$ cat config.mk
export PLATFORM = sky130hd
export DESIGN_NAME = mem_write_arbiter_flat
export DESIGN_NICKNAME = d
export VERILOG_FILES = /design/src/rtl/mem_write_arbiter_pkg.sv /design/src/rtl/mem_write_arbiter_if.sv /design/src/rtl/mem_write_arb_pick.sv /design/src/rtl/mem_write_arbiter.sv /design/src/flat_wrapper.sv
export SDC_FILE = /design/constraint.sdc
export NUM_CORES = 1
export LEC_CHECK = 0
export ABC_AREA = 1
export CORE_AREA = 2 2 127 129
export CTS_BUF_LIST = sky130_fd_sc_hd__clkbuf_4
export DETAILED_ROUTE_END_ITERATION = 10
export DIE_AREA = 0 0 129 131
export DONT_BUFFER_PORTS = 1
export HOLD_SLACK_MARGIN = 0.06
export PLACE_DENSITY_LB_ADDON = 0.08
export SLEW_MARGIN = 10
export SYNTH_ARGS = -nofsm -noshare
export SYNTH_HDL_FRONTEND = slang
export SYNTH_SLANG_ARGS = --single-unit
$ cat constraint.sdc
create_clock -name ACLK -period 2.25 [get_ports ACLK]
set_input_delay 0.45 -clock ACLK [delete_from_list [all_inputs] [get_ports ACLK]]
set_output_delay 0.45 -clock ACLK [all_outputs]
set_load 0.05 [all_outputs]
$ cat src/rtl/mem_write_arbiter_pkg.sv
// Shared definitions for the two-requester memory write arbiter:
// FSM state encoding, write-response codes, size codes and the
// size-code to byte-strobe decode.
package mem_write_arbiter_pkg;

    typedef enum logic [1:0] {
        ST_IDLE      = 2'b00,
        ST_ADDR_DATA = 2'b01,
        ST_RESP      = 2'b10,
        ST_DONE      = 2'b11
    } state_e;

    localparam logic [1:0] BRESP_OKAY = 2'b00;

    localparam logic [3:0] WMASK_8B = 4'b1000;
    localparam logic [3:0] WMASK_4B = 4'b0100;
    localparam logic [3:0] WMASK_2B = 4'b0010;
    localparam logic [3:0] WMASK_1B = 4'b0001;

    localparam logic [2:0] AWPORT_DEFAULT = 3'b111;

    // Unknown size codes fall back to a full 8-byte strobe.
    function automatic logic [7:0] wstrb_decode(input logic [3:0] wmask);
        logic [7:0] strb;
        case (wmask)
            WMASK_8B: strb = 8'hFF;
            WMASK_4B: strb = 8'h0F;
            WMASK_2B: strb = 8'h03;
            WMASK_1B: strb = 8'h01;
            default:  strb = 8'hFF;
        endcase
        return strb;
    endfunction

endpackage

$ cat src/rtl/mem_write_arbiter_if.sv
// AXI-style write port (AW/W/B channels) between the arbiter (master)
// and physical memory (slave).
interface mem_write_arbiter_if #(
    parameter int ADDR_W = 32,
    parameter int DATA_W = 64
);
    logic                  AWVALID;
    logic                  AWREADY;
    logic [ADDR_W-1:0]     AWADDR;
    logic [2:0]            AWPORT;
    logic                  WVALID;
    logic                  WREADY;
    logic [DATA_W-1:0]     WDATA;
    logic [DATA_W/8-1:0]   WSTRB;
    logic                  WLAST;
    logic                  BVALID;
    logic                  BREADY;
    logic [1:0]            BRESP;

    modport master (
        output AWVALID, AWADDR, AWPORT, WVALID, WDATA, WSTRB, WLAST, BREADY,
        input  AWREADY, WREADY, BVALID, BRESP
    );

    modport slave (
        input  AWVALID, AWADDR, AWPORT, WVALID, WDATA, WSTRB, WLAST, BREADY,
        output AWREADY, WREADY, BVALID, BRESP
    );
endinterface

$ cat src/rtl/mem_write_arb_pick.sv
// Grant selection for the write arbiter. Produces a one-hot grant only
// while the FSM is idle. Build option MEM_WRITE_ARB_RR_EN selects
// round-robin on a tie; otherwise requester 0 always wins.
module mem_write_arb_pick (
    input  logic [1:0] i_req,
    input  logic       i_ptr,
    input  logic       i_idle,
    output logic [1:0] o_grant
);

`ifdef MEM_WRITE_ARB_RR_EN
    // On a tie the requester that was not granted last time wins.
    always_comb begin
        o_grant = 2'b00;
        if (i_idle) begin
            case (i_req)
                2'b01:   o_grant = 2'b01;
                2'b10:   o_grant = 2'b10;
                2'b11:   o_grant = i_ptr ? 2'b01 : 2'b10;
                default: o_grant = 2'b00;
            endcase
        end else begin
            o_grant = 2'b00;
        end
    end
`else
    // The pointer has no meaning under fixed priority.
    logic w_ptr_unused;
    assign w_ptr_unused = i_ptr;

    // Fixed priority: requester 0 wins any tie.
    always_comb begin
        o_grant = 2'b00;
        if (i_idle) begin
            case (i_req)
                2'b01:   o_grant = 2'b01;
                2'b10:   o_grant = 2'b10;
                2'b11:   o_grant = 2'b01;
                default: o_grant = 2'b00;
            endcase
        end else begin
            o_grant = 2'b00;
        end
    end
`endif

endmodule

$ cat src/rtl/mem_write_arbiter.sv
// Two-requester write controller owning the single AW/W/B write port.
// Runs one single-beat transaction at a time (IDLE -> ADDR_DATA -> RESP
// -> DONE) and pulses finish/err to the granted requester.
// Build option MEM_WRITE_ARB_RR_EN enables round-robin arbitration.
module mem_write_arbiter
    import mem_write_arbiter_pkg::*;
#(
    parameter int ADDR_W = 32,
    parameter int DATA_W = 64
) (
    input  logic              ACLK,
    input  logic              ARESETn,
    input  logic              req0_en,
    input  logic              req1_en,
    input  logic [ADDR_W-1:0] req0_addr,
    input  logic [ADDR_W-1:0] req1_addr,
    input  logic [DATA_W-1:0] req0_wdata,
    input  logic [DATA_W-1:0] req1_wdata,
    input  logic [3:0]        req0_wmask,
    input  logic [3:0]        req1_wmask,
    output logic              req0_finish,
    output logic              req1_finish,
    output logic              req0_err,
    output logic              req1_err,
    output logic              busy,
    mem_write_arbiter_if.master axi
);

    localparam int STRB_W = DATA_W / 8;

    state_e              r_state;
    logic                r_gnt;       // 1: requester 1 owns the current transaction
    logic                r_awvalid;
    logic [ADDR_W-1:0]   r_awaddr;
    logic                r_wvalid;
    logic [DATA_W-1:0]   r_wdata;
    logic [STRB_W-1:0]   r_wstrb;
    logic                r_wlast;
    logic                r_bready;
    logic                r_finish0;
    logic                r_finish1;
    logic                r_err0;
    logic                r_err1;
    logic                r_busy;

    logic [1:0]          w_grant;
    logic                w_ptr;
    logic                w_aw_done;
    logic                w_w_done;
    logic [ADDR_W-1:0]   w_sel_addr;
    logic [DATA_W-1:0]   w_sel_wdata;
    logic [3:0]          w_sel_wmask;

`ifdef MEM_WRITE_ARB_RR_EN
    logic r_ptr;

    // Remember which requester received the most recent grant.
    always_ff @(posedge ACLK or negedge ARESETn) begin
        if (!ARESETn) begin
            r_ptr <= 1'b0;
        end else if (w_grant != 2'b00) begin
            r_ptr <= w_grant[1];
        end
    end

    assign w_ptr = r_ptr;
`else
    assign w_ptr = 1'b0;
`endif

    mem_write_arb_pick u_pick (
        .i_req   ({req1_en, req0_en}),
        .i_ptr   (w_ptr),
        .i_idle  (r_state == ST_IDLE),
        .o_grant (w_grant)
    );

    assign w_sel_addr  = w_grant[1] ? req1_addr  : req0_addr;
    assign w_sel_wdata = w_grant[1] ? req1_wdata : req0_wdata;
    assign w_sel_wmask = w_grant[1] ? req1_wmask : req0_wmask;

    // A channel counts as complete once its valid has dropped or is being accepted now.
    assign w_aw_done = !r_awvalid || axi.AWREADY;
    assign w_w_done  = !r_wvalid  || axi.WREADY;

    // Transaction sequencer; every port-facing output is a register of this FSM.
    always_ff @(posedge ACLK or negedge ARESETn) begin
        if (!ARESETn) begin
            r_state   <= ST_IDLE;
            r_gnt     <= 1'b0;
            r_awvalid <= 1'b0;
            r_awaddr  <= {ADDR_W{1'b0}};
            r_wvalid  <= 1'b0;
            r_wdata   <= {DATA_W{1'b0}};
            r_wstrb   <= {STRB_W{1'b0}};
            r_wlast   <= 1'b0;
            r_bready  <= 1'b0;
            r_finish0 <= 1'b0;
            r_finish1 <= 1'b0;
            r_err0    <= 1'b0;
            r_err1    <= 1'b0;
            r_busy    <= 1'b0;
        end else begin
            case (r_state)
                ST_IDLE: begin
                    if (w_grant != 2'b00) begin
                        r_gnt     <= w_grant[1];
                        r_awaddr  <= w_sel_addr;
                        r_wdata   <= w_sel_wdata;
                        r_wstrb   <= STRB_W'(wstrb_decode(w_sel_wmask));
                        r_awvalid <= 1'b1;
                        r_wvalid  <= 1'b1;
                        r_wlast   <= 1'b1;
                        r_busy    <= 1'b1;
                        r_state   <= ST_ADDR_DATA;
                    end
                end
                ST_ADDR_DATA: begin
                    if (r_awvalid && axi.AWREADY) begin
                        r_awvalid <= 1'b0;
                        r_awaddr  <= {ADDR_W{1'b0}};
                    end
                    if (r_wvalid && axi.WREADY) begin
                        r_wvalid <= 1'b0;
                        r_wlast  <= 1'b0;
                        r_wdata  <= {DATA_W{1'b0}};
                    end
                    if (w_aw_done && w_w_done) begin
                        r_bready <= 1'b1;
                        r_state  <= ST_RESP;
                    end
                end
                ST_RESP: begin
                    if (axi.BVALID && r_bready) begin
                        r_bready  <= 1'b0;
                        r_finish0 <= !r_gnt;
                        r_finish1 <= r_gnt;
                        r_err0    <= !r_gnt && (axi.BRESP != BRESP_OKAY);
                        r_err1    <= r_gnt  && (axi.BRESP != BRESP_OKAY);
                        r_state   <= ST_DONE;
                    end
                end
                ST_DONE: begin
                    r_finish0 <= 1'b0;
                    r_finish1 <= 1'b0;
                    r_err0    <= 1'b0;
                    r_err1    <= 1'b0;
                    r_busy    <= 1'b0;
                    r_state   <= ST_IDLE;
                end
                default: begin
                    r_busy  <= 1'b0;
                    r_state <= ST_IDLE;
                end
            endcase
        end
    end

    assign axi.AWVALID = r_awvalid;
    assign axi.AWADDR  = r_awaddr;
    assign axi.AWPORT  = AWPORT_DEFAULT;
    assign axi.WVALID  = r_wvalid;
    assign axi.WDATA   = r_wdata;
    assign axi.WSTRB   = r_wstrb;
    assign axi.WLAST   = r_wlast;
    assign axi.BREADY  = r_bready;

    assign req0_finish = r_finish0;
    assign req1_finish = r_finish1;
    assign req0_err    = r_err0;
    assign req1_err    = r_err1;
    assign busy        = r_busy;

endmodule

$ cat src/flat_wrapper.sv
// flat-port wrapper written by rule: the top's interface ports become plain ports
module mem_write_arbiter_flat import mem_write_arbiter_pkg::*;
#(
    parameter int ADDR_W = 32,
    parameter int DATA_W = 64
)
  (ACLK, ARESETn, req0_en, req1_en, req0_addr, req1_addr, req0_wdata, req1_wdata, req0_wmask, req1_wmask, req0_finish, req1_finish, req0_err, req1_err, busy, axi_AWVALID, axi_AWADDR, axi_AWPORT, axi_WVALID, axi_WDATA, axi_WSTRB, axi_WLAST, axi_BREADY, axi_AWREADY, axi_WREADY, axi_BVALID, axi_BRESP);
  mem_write_arbiter_if #(.ADDR_W(ADDR_W), .DATA_W(DATA_W)) axi_i ();
  input  logic ACLK;
  input  logic ARESETn;
  input  logic req0_en;
  input  logic req1_en;
  input  logic [ADDR_W-1:0] req0_addr;
  input  logic [ADDR_W-1:0] req1_addr;
  input  logic [DATA_W-1:0] req0_wdata;
  input  logic [DATA_W-1:0] req1_wdata;
  input  logic [3:0] req0_wmask;
  input  logic [3:0] req1_wmask;
  output logic req0_finish;
  output logic req1_finish;
  output logic req0_err;
  output logic req1_err;
  output logic busy;
  output wire logic [$bits(axi_i.AWVALID)-1:0] axi_AWVALID;
  output wire logic [$bits(axi_i.AWADDR)-1:0] axi_AWADDR;
  output wire logic [$bits(axi_i.AWPORT)-1:0] axi_AWPORT;
  output wire logic [$bits(axi_i.WVALID)-1:0] axi_WVALID;
  output wire logic [$bits(axi_i.WDATA)-1:0] axi_WDATA;
  output wire logic [$bits(axi_i.WSTRB)-1:0] axi_WSTRB;
  output wire logic [$bits(axi_i.WLAST)-1:0] axi_WLAST;
  output wire logic [$bits(axi_i.BREADY)-1:0] axi_BREADY;
  input wire logic [$bits(axi_i.AWREADY)-1:0] axi_AWREADY;
  input wire logic [$bits(axi_i.WREADY)-1:0] axi_WREADY;
  input wire logic [$bits(axi_i.BVALID)-1:0] axi_BVALID;
  input wire logic [$bits(axi_i.BRESP)-1:0] axi_BRESP;
  assign axi_AWVALID = axi_i.AWVALID;
  assign axi_AWADDR = axi_i.AWADDR;
  assign axi_AWPORT = axi_i.AWPORT;
  assign axi_WVALID = axi_i.WVALID;
  assign axi_WDATA = axi_i.WDATA;
  assign axi_WSTRB = axi_i.WSTRB;
  assign axi_WLAST = axi_i.WLAST;
  assign axi_BREADY = axi_i.BREADY;
  assign axi_i.AWREADY = axi_AWREADY;
  assign axi_i.WREADY = axi_WREADY;
  assign axi_i.BVALID = axi_BVALID;
  assign axi_i.BRESP = axi_BRESP;
  mem_write_arbiter #(.ADDR_W(ADDR_W), .DATA_W(DATA_W)) u_core (.ACLK(ACLK), .ARESETn(ARESETn), .req0_en(req0_en), .req1_en(req1_en), .req0_addr(req0_addr), .req1_addr(req1_addr), .req0_wdata(req0_wdata), .req1_wdata(req1_wdata), .req0_wmask(req0_wmask), .req1_wmask(req1_wmask), .req0_finish(req0_finish), .req1_finish(req1_finish), .req0_err(req0_err), .req1_err(req1_err), .busy(busy), .axi(axi_i));
endmodule
# Word-level counts from Yosys, hierarchy flattened
# Cells that the tools add are included.
# totals
latch_bits	0
mem_bits_rw	0
mem_bits_ro	0
regBits	115
output_inout_bits	116
mem_count	0
# op_classes
n_reduce_logical	26
n_eq_ne	14
shift	0
addsub	0
muxes	33
bitwise	0
div	0
mul	0
order_cmp	0
# op_table
op	count
64-bit 2-to-1 mux	3
64-bit one-hot mux with 2 select lines	1
32-bit 2-to-1 mux	3
32-bit one-hot mux with 2 select lines	1
8-bit one-hot mux with 3 select lines	1
1-bit one-hot mux with 2 select lines	8
3-bit AND reduction	4
2-bit nonzero test	6
2-bit by 1-bit inequality test with 1-bit output (second input constant)	5
1-bit 2-to-1 mux	9
2-bit equality test (second input constant)	4
2-bit 2-to-1 mux	4
2-bit one-hot mux with 4 select lines	1
1-bit logical AND	6
2-bit AND reduction	3
2-bit by 1-bit equality test with 1-bit output (second input constant)	2
4-bit by 1-bit equality test with 1-bit output (second input constant)	1
4-bit by 2-bit equality test with 1-bit output (second input constant)	1
4-bit by 3-bit equality test with 1-bit output (second input constant)	1
4-bit 2-to-1 mux	1
2-bit one-hot mux with 2 select lines	1
1-bit logical NOT	3
2-bit logical NOT	1
1-bit logical OR	2
2-bit OR reduction	1

# Depth between registers and ports, before layout
# Gate-level depths: netlist of run 1.
# depth
depth_word	7
depth_mapped	12

# Cells and area by module
# From an unflattened synthesis of run 1, not the netlist that was laid out.
# unflattened
hier_cells	552
area_unflattened_um2	5372.7
# modules_own_cells
mod	n_inst	area_per_inst_um2	cells_per_inst
mem_write_arbiter	1	5355.1	548
mem_write_arb_pick	1	17.5	4

# Least setup slack after synthesis of run 1
# OpenSTA, ideal clock, no wires.
# synth_path
path_kind	reg2reg
from	register u_core.r_state[0]
to	register u_core.r_wdata[25] (netlist: u_core.axi.WDATA[25])
path_slack_ns	0.530
t_arrival_ns	1.595
setup_time_ns	0.126
path_stages_with_launch	11
t_required_ns	2.124
synth_period_minus_slack_ns	1.720
cell_sequence	dfrtp_1 > inv_1 > ha_1 > buf_2 > o21ai_4 > nand2_2 > o21ai_2 > a21oi_2 > buf_4 > buf_6 > o21ai_2
# synth_via
elab_chain_cells	5
# synth_lines
element	line	source
start, declared	mem_write_arbiter.sv:31	state_e r_state;
start signal, assigned	mem_write_arbiter.sv:89	r_state <= ST_IDLE;
start signal, assigned	mem_write_arbiter.sv:115	r_state <= ST_ADDR_DATA;
start signal, assigned	mem_write_arbiter.sv:130	r_state <= ST_RESP;
2-bit logical NOT	mem_write_arbiter.sv:74, mem_write_arbiter.sv:104	
2-bit 2-to-1 mux	mem_write_arb_pick.sv:34	if (i_idle) begin
64-bit 2-to-1 mux or 2-bit nonzero test (tied branches)	mem_write_arbiter.sv:79, mem_write_arbiter.sv:106	
64-bit 2-to-1 mux or 2-bit by 1-bit inequality test with 1-bit output (tied branches)	n/a	
64-bit one-hot mux with 2 select lines or 3-bit AND reduction (tied branches)	n/a	
end signal, assigned	mem_write_arbiter.sv:94	r_wdata <= {DATA_W{1'b0}};
end signal, assigned	mem_write_arbiter.sv:109	r_wdata <= w_sel_wdata;
end signal, assigned	mem_write_arbiter.sv:126	r_wdata <= {DATA_W{1'b0}};
end, declared	mem_write_arbiter.sv:36	logic [DATA_W-1:0] r_wdata;
# Several ways; a longest one is shown, not always the timed one. The select of a mux whose other input is x is not followed.
# A chain may end at the register's enable or synchronous reset.

# Final worst setup path of run 1
# layout_path
from	register u_core.r_state[0]
to	register u_core.r_wdata[7] (netlist: u_core.axi.WDATA[7])
# Same word-level chain as after synthesis.

==> results of run 1 <==
==> cell families after synthesis <==
kind of cell / count (synthesis) / share of synthesized area [%]
compound gates: 242 / 24.7
fa+ha+maj: 4 / 0.869
buf+inv: 142 / 11.2
flops: 111 / 48.2
other cells: 1 / 0.0651
simple gates: 217 / 14.9
==> final timing paths <==
check,startpoint,to,slack (ns),cells past startpoint
max in group asynchronous,ARESETn,u_core.axi.WDATA[57],2.43,0
setup / recovery,u_core.r_state[0],u_core.axi.WDATA[7],0.19,8
hold / removal,ARESETn,u_core.axi.AWADDR[15],-0.36,0
hold reg to reg,u_core.axi.WSTRB[3],u_core.axi.WSTRB[3],0.53,2
setup reg to reg,u_core.r_state[0],u_core.axi.WDATA[7],0.19,8
min in group ACLK,req0_wdata[46],u_core.axi.WDATA[46],0.12,2
==> power groups by stage <==
stage,Combinational (mW),Clock [mW],Sequential [mW]
6_report,4.15,1.24,6.20
5_1_grt,4.67,1.36,6.31
4_1_cts,4.21,1.29,6.23
3_5_place_dp,4.21,0,6.27
3_3_place_gp,4.08,0,6.29
2_1_floorplan,3.26,0,6.17
==> layer usage <==
metal | track usage [%] | part of all wire, % | vias to the layer above
met5 | 0 | 0 | -
met4 | 7.29 | 2.0 | 0
met3 | 5.62 | 8.9 | 23
met2 | 31.4 | 50 | 195
met1 | 21.8 | 39 | 2183
li1 | - | - | 2259
==> flip-flops by register name, indices dropped and copies added, names as in the netlist, 2 cells and up <==
signal             count
u_core.axi.AWADDR     32
u_core.axi.WDATA      64
u_core.axi.WSTRB       4
u_core.r_state         2
==> per-stage QoR <==
stage / utilization, % / worst slack, ns
final: 39.8 / 0.190
after detailed placement: 38.3 / 0.202
after global placement: 38.3 / 0.294
after floorplan: - / 0.530
after global routing: 39.8 / 0.0156
after CTS: 39.7 / 0.163
==> critical path: stages, from the launching register on <==
cell and delay (ns):
dfrtp_1 0.45, inv_1 0.10, ha_1 0.40, o21ai_4 0.17
nand2_2 0.12, o21ai_2 0.08, a21oi_4 0.16, buf_12 0.28
o21ai_0 0.13
==> layout make-up <==
cell class	instances	area (um^2)
clock buffers	11	82.6
diodes	1	2.50
fillers	1627	9400
clock inverters	5	97.6
inverters	89	334
well taps	216	270
multi-input cells	466	2360
repair buffers	23	270
flip-flops and latches	111	2780
==> cell usage in the layout, fill, tap and decap left out, drive strengths merged <==
master	n
ha	4
clkbuf	11
inv	89
dfrtp	111
buf	19
nor2	168
o21ai	234
or2	1
o22ai	3
nand4	4
nand2	35
diode	1
a21oi	4
bufinv	3
clkinv	2
nand3	8
a21boi	1
dlygate4sd3	4
conb	3
nor3	1
==> out/results.tsv, run 1 <==
metric	value	unit
Flop pwr share	53.5	%
GRT Resource Usage Total	18.4	%
initial core utilization	36.9	%
status	complete, but fails checks	
clk sink count	111	
startpoint types	register	
Clock Skew	0.0191	ns
post-CTS setup buffer count	0	
H-tree levels	3	
CTS tree	built	
crit share post-route	91.6	%
Hold Buf Count CTS	4	
Cells after Synth	717	
Core Area	15600	um^2
post-synthesis sequential area ratio	48.2	%
Clock Tree Buf Depth	2	
RePlAce Congestion	0.790	
drt total wl	16.3	mm
syn_area_per_cell	8.03	um^2
CTS resizes	0	
area leader, netlist	dfrtp_1	
share of flip-flops with an asynchronous set or reset after synthesis	100	%
combinational share of power	35.8	%
failing checks	hold timing	
Final Critical Period	2.06	ns
max cap viols	0	
Design Area, Final	6200	um^2
Final ANT Viol Nets	0	
DR DRC count	0	
final setup violation count	0	
crit end category	register	
router iterations before antenna repair	4	
most numerous cell in the Yosys netlist	nor2_1	
clk_lat worst skew	0.48	ns
top-area cell type share of the netlist area	48.2	%
Hold Crit Class	in2async	
Worst-path clk slew	0.17	ns
commonest cells in the netlist	nor2_1, dfrtp_1, o21ai_0	
total net switching power	6.80	mW
num ports	325	
die height	131	um
worst setup path category	reg2reg	
Die X	129	um
IO buf count	0	
Placed Instance Area	5980	um^2
sw frac	58.6	%
Worst Path Max Fanout	47	
worst path required time	2.59	ns
Max Freq	485	MHz
vias in the first global route	4332	
Final Hold Slack	-0.357	ns
maximum VDD drop	0.713	mV
main flop type after synthesis	dfrtp_1	
Clk pwr share	10.7	%
worst-margin pin slew	0.567	ns
die area	16900	um^2
pin count of the biggest net entering global routing	112	
drt wl/cell	17.7	um
Yosys cell types	26	
warnings from Yosys	0	
Seq cells post-synth	111	
Cell Pwr Density	1870	nW/um^2
vias per cell	5.05	
root buffer cell	clkbuf_4	
Pint	4.80	mW
synthesis-to-layout area growth	7.67	%
final std cells w/o fill	922	
nets	913	
HPWL after DPL	11.8	mm
Slew HR	62.2	%
DR iter-0 viols	212	
initial antenna violation count	1	
top cells by area, synth	dfrtp_1, nor2_1, o21ai_0, o21ai_2, o21ai_1	
fin. max-slew vios	0	
first-pass GRT wire length	23.8	mm
Pleak	2.91	nW
post-synthesis instance area	5760	um^2
number of buffers created by CTS	9	
share of post-route cells with drive strength above 1	13.3	%
Hold Vio Cnt, Final	111	
TNS Setup	0	ns
gr ovfl total	0	
unrepaired setup endpoints after global routing	false	
critical path data arrival time	2.40	ns
Cells after DPL	901	
Design Power	11.6	mW
DR vias	4660	
Rows	46	
Post-synth EDFFs	0	
No activity file was read; power rests on OpenSTA's default activity.
==> run 2: changes to the inputs <==
--- a/config.mk
+++ b/config.mk
@@ -6,6 +6,7 @@
 export NUM_CORES = 1
 export LEC_CHECK = 0
 export ABC_AREA = 1
+export CAP_MARGIN = 10
 export CORE_AREA = 2 2 127 129
 export CTS_BUF_LIST = sky130_fd_sc_hd__clkbuf_4
 export DETAILED_ROUTE_END_ITERATION = 10
==> results of run 2 <==
Final layout, timing and power as in run 1 (identical DEF).
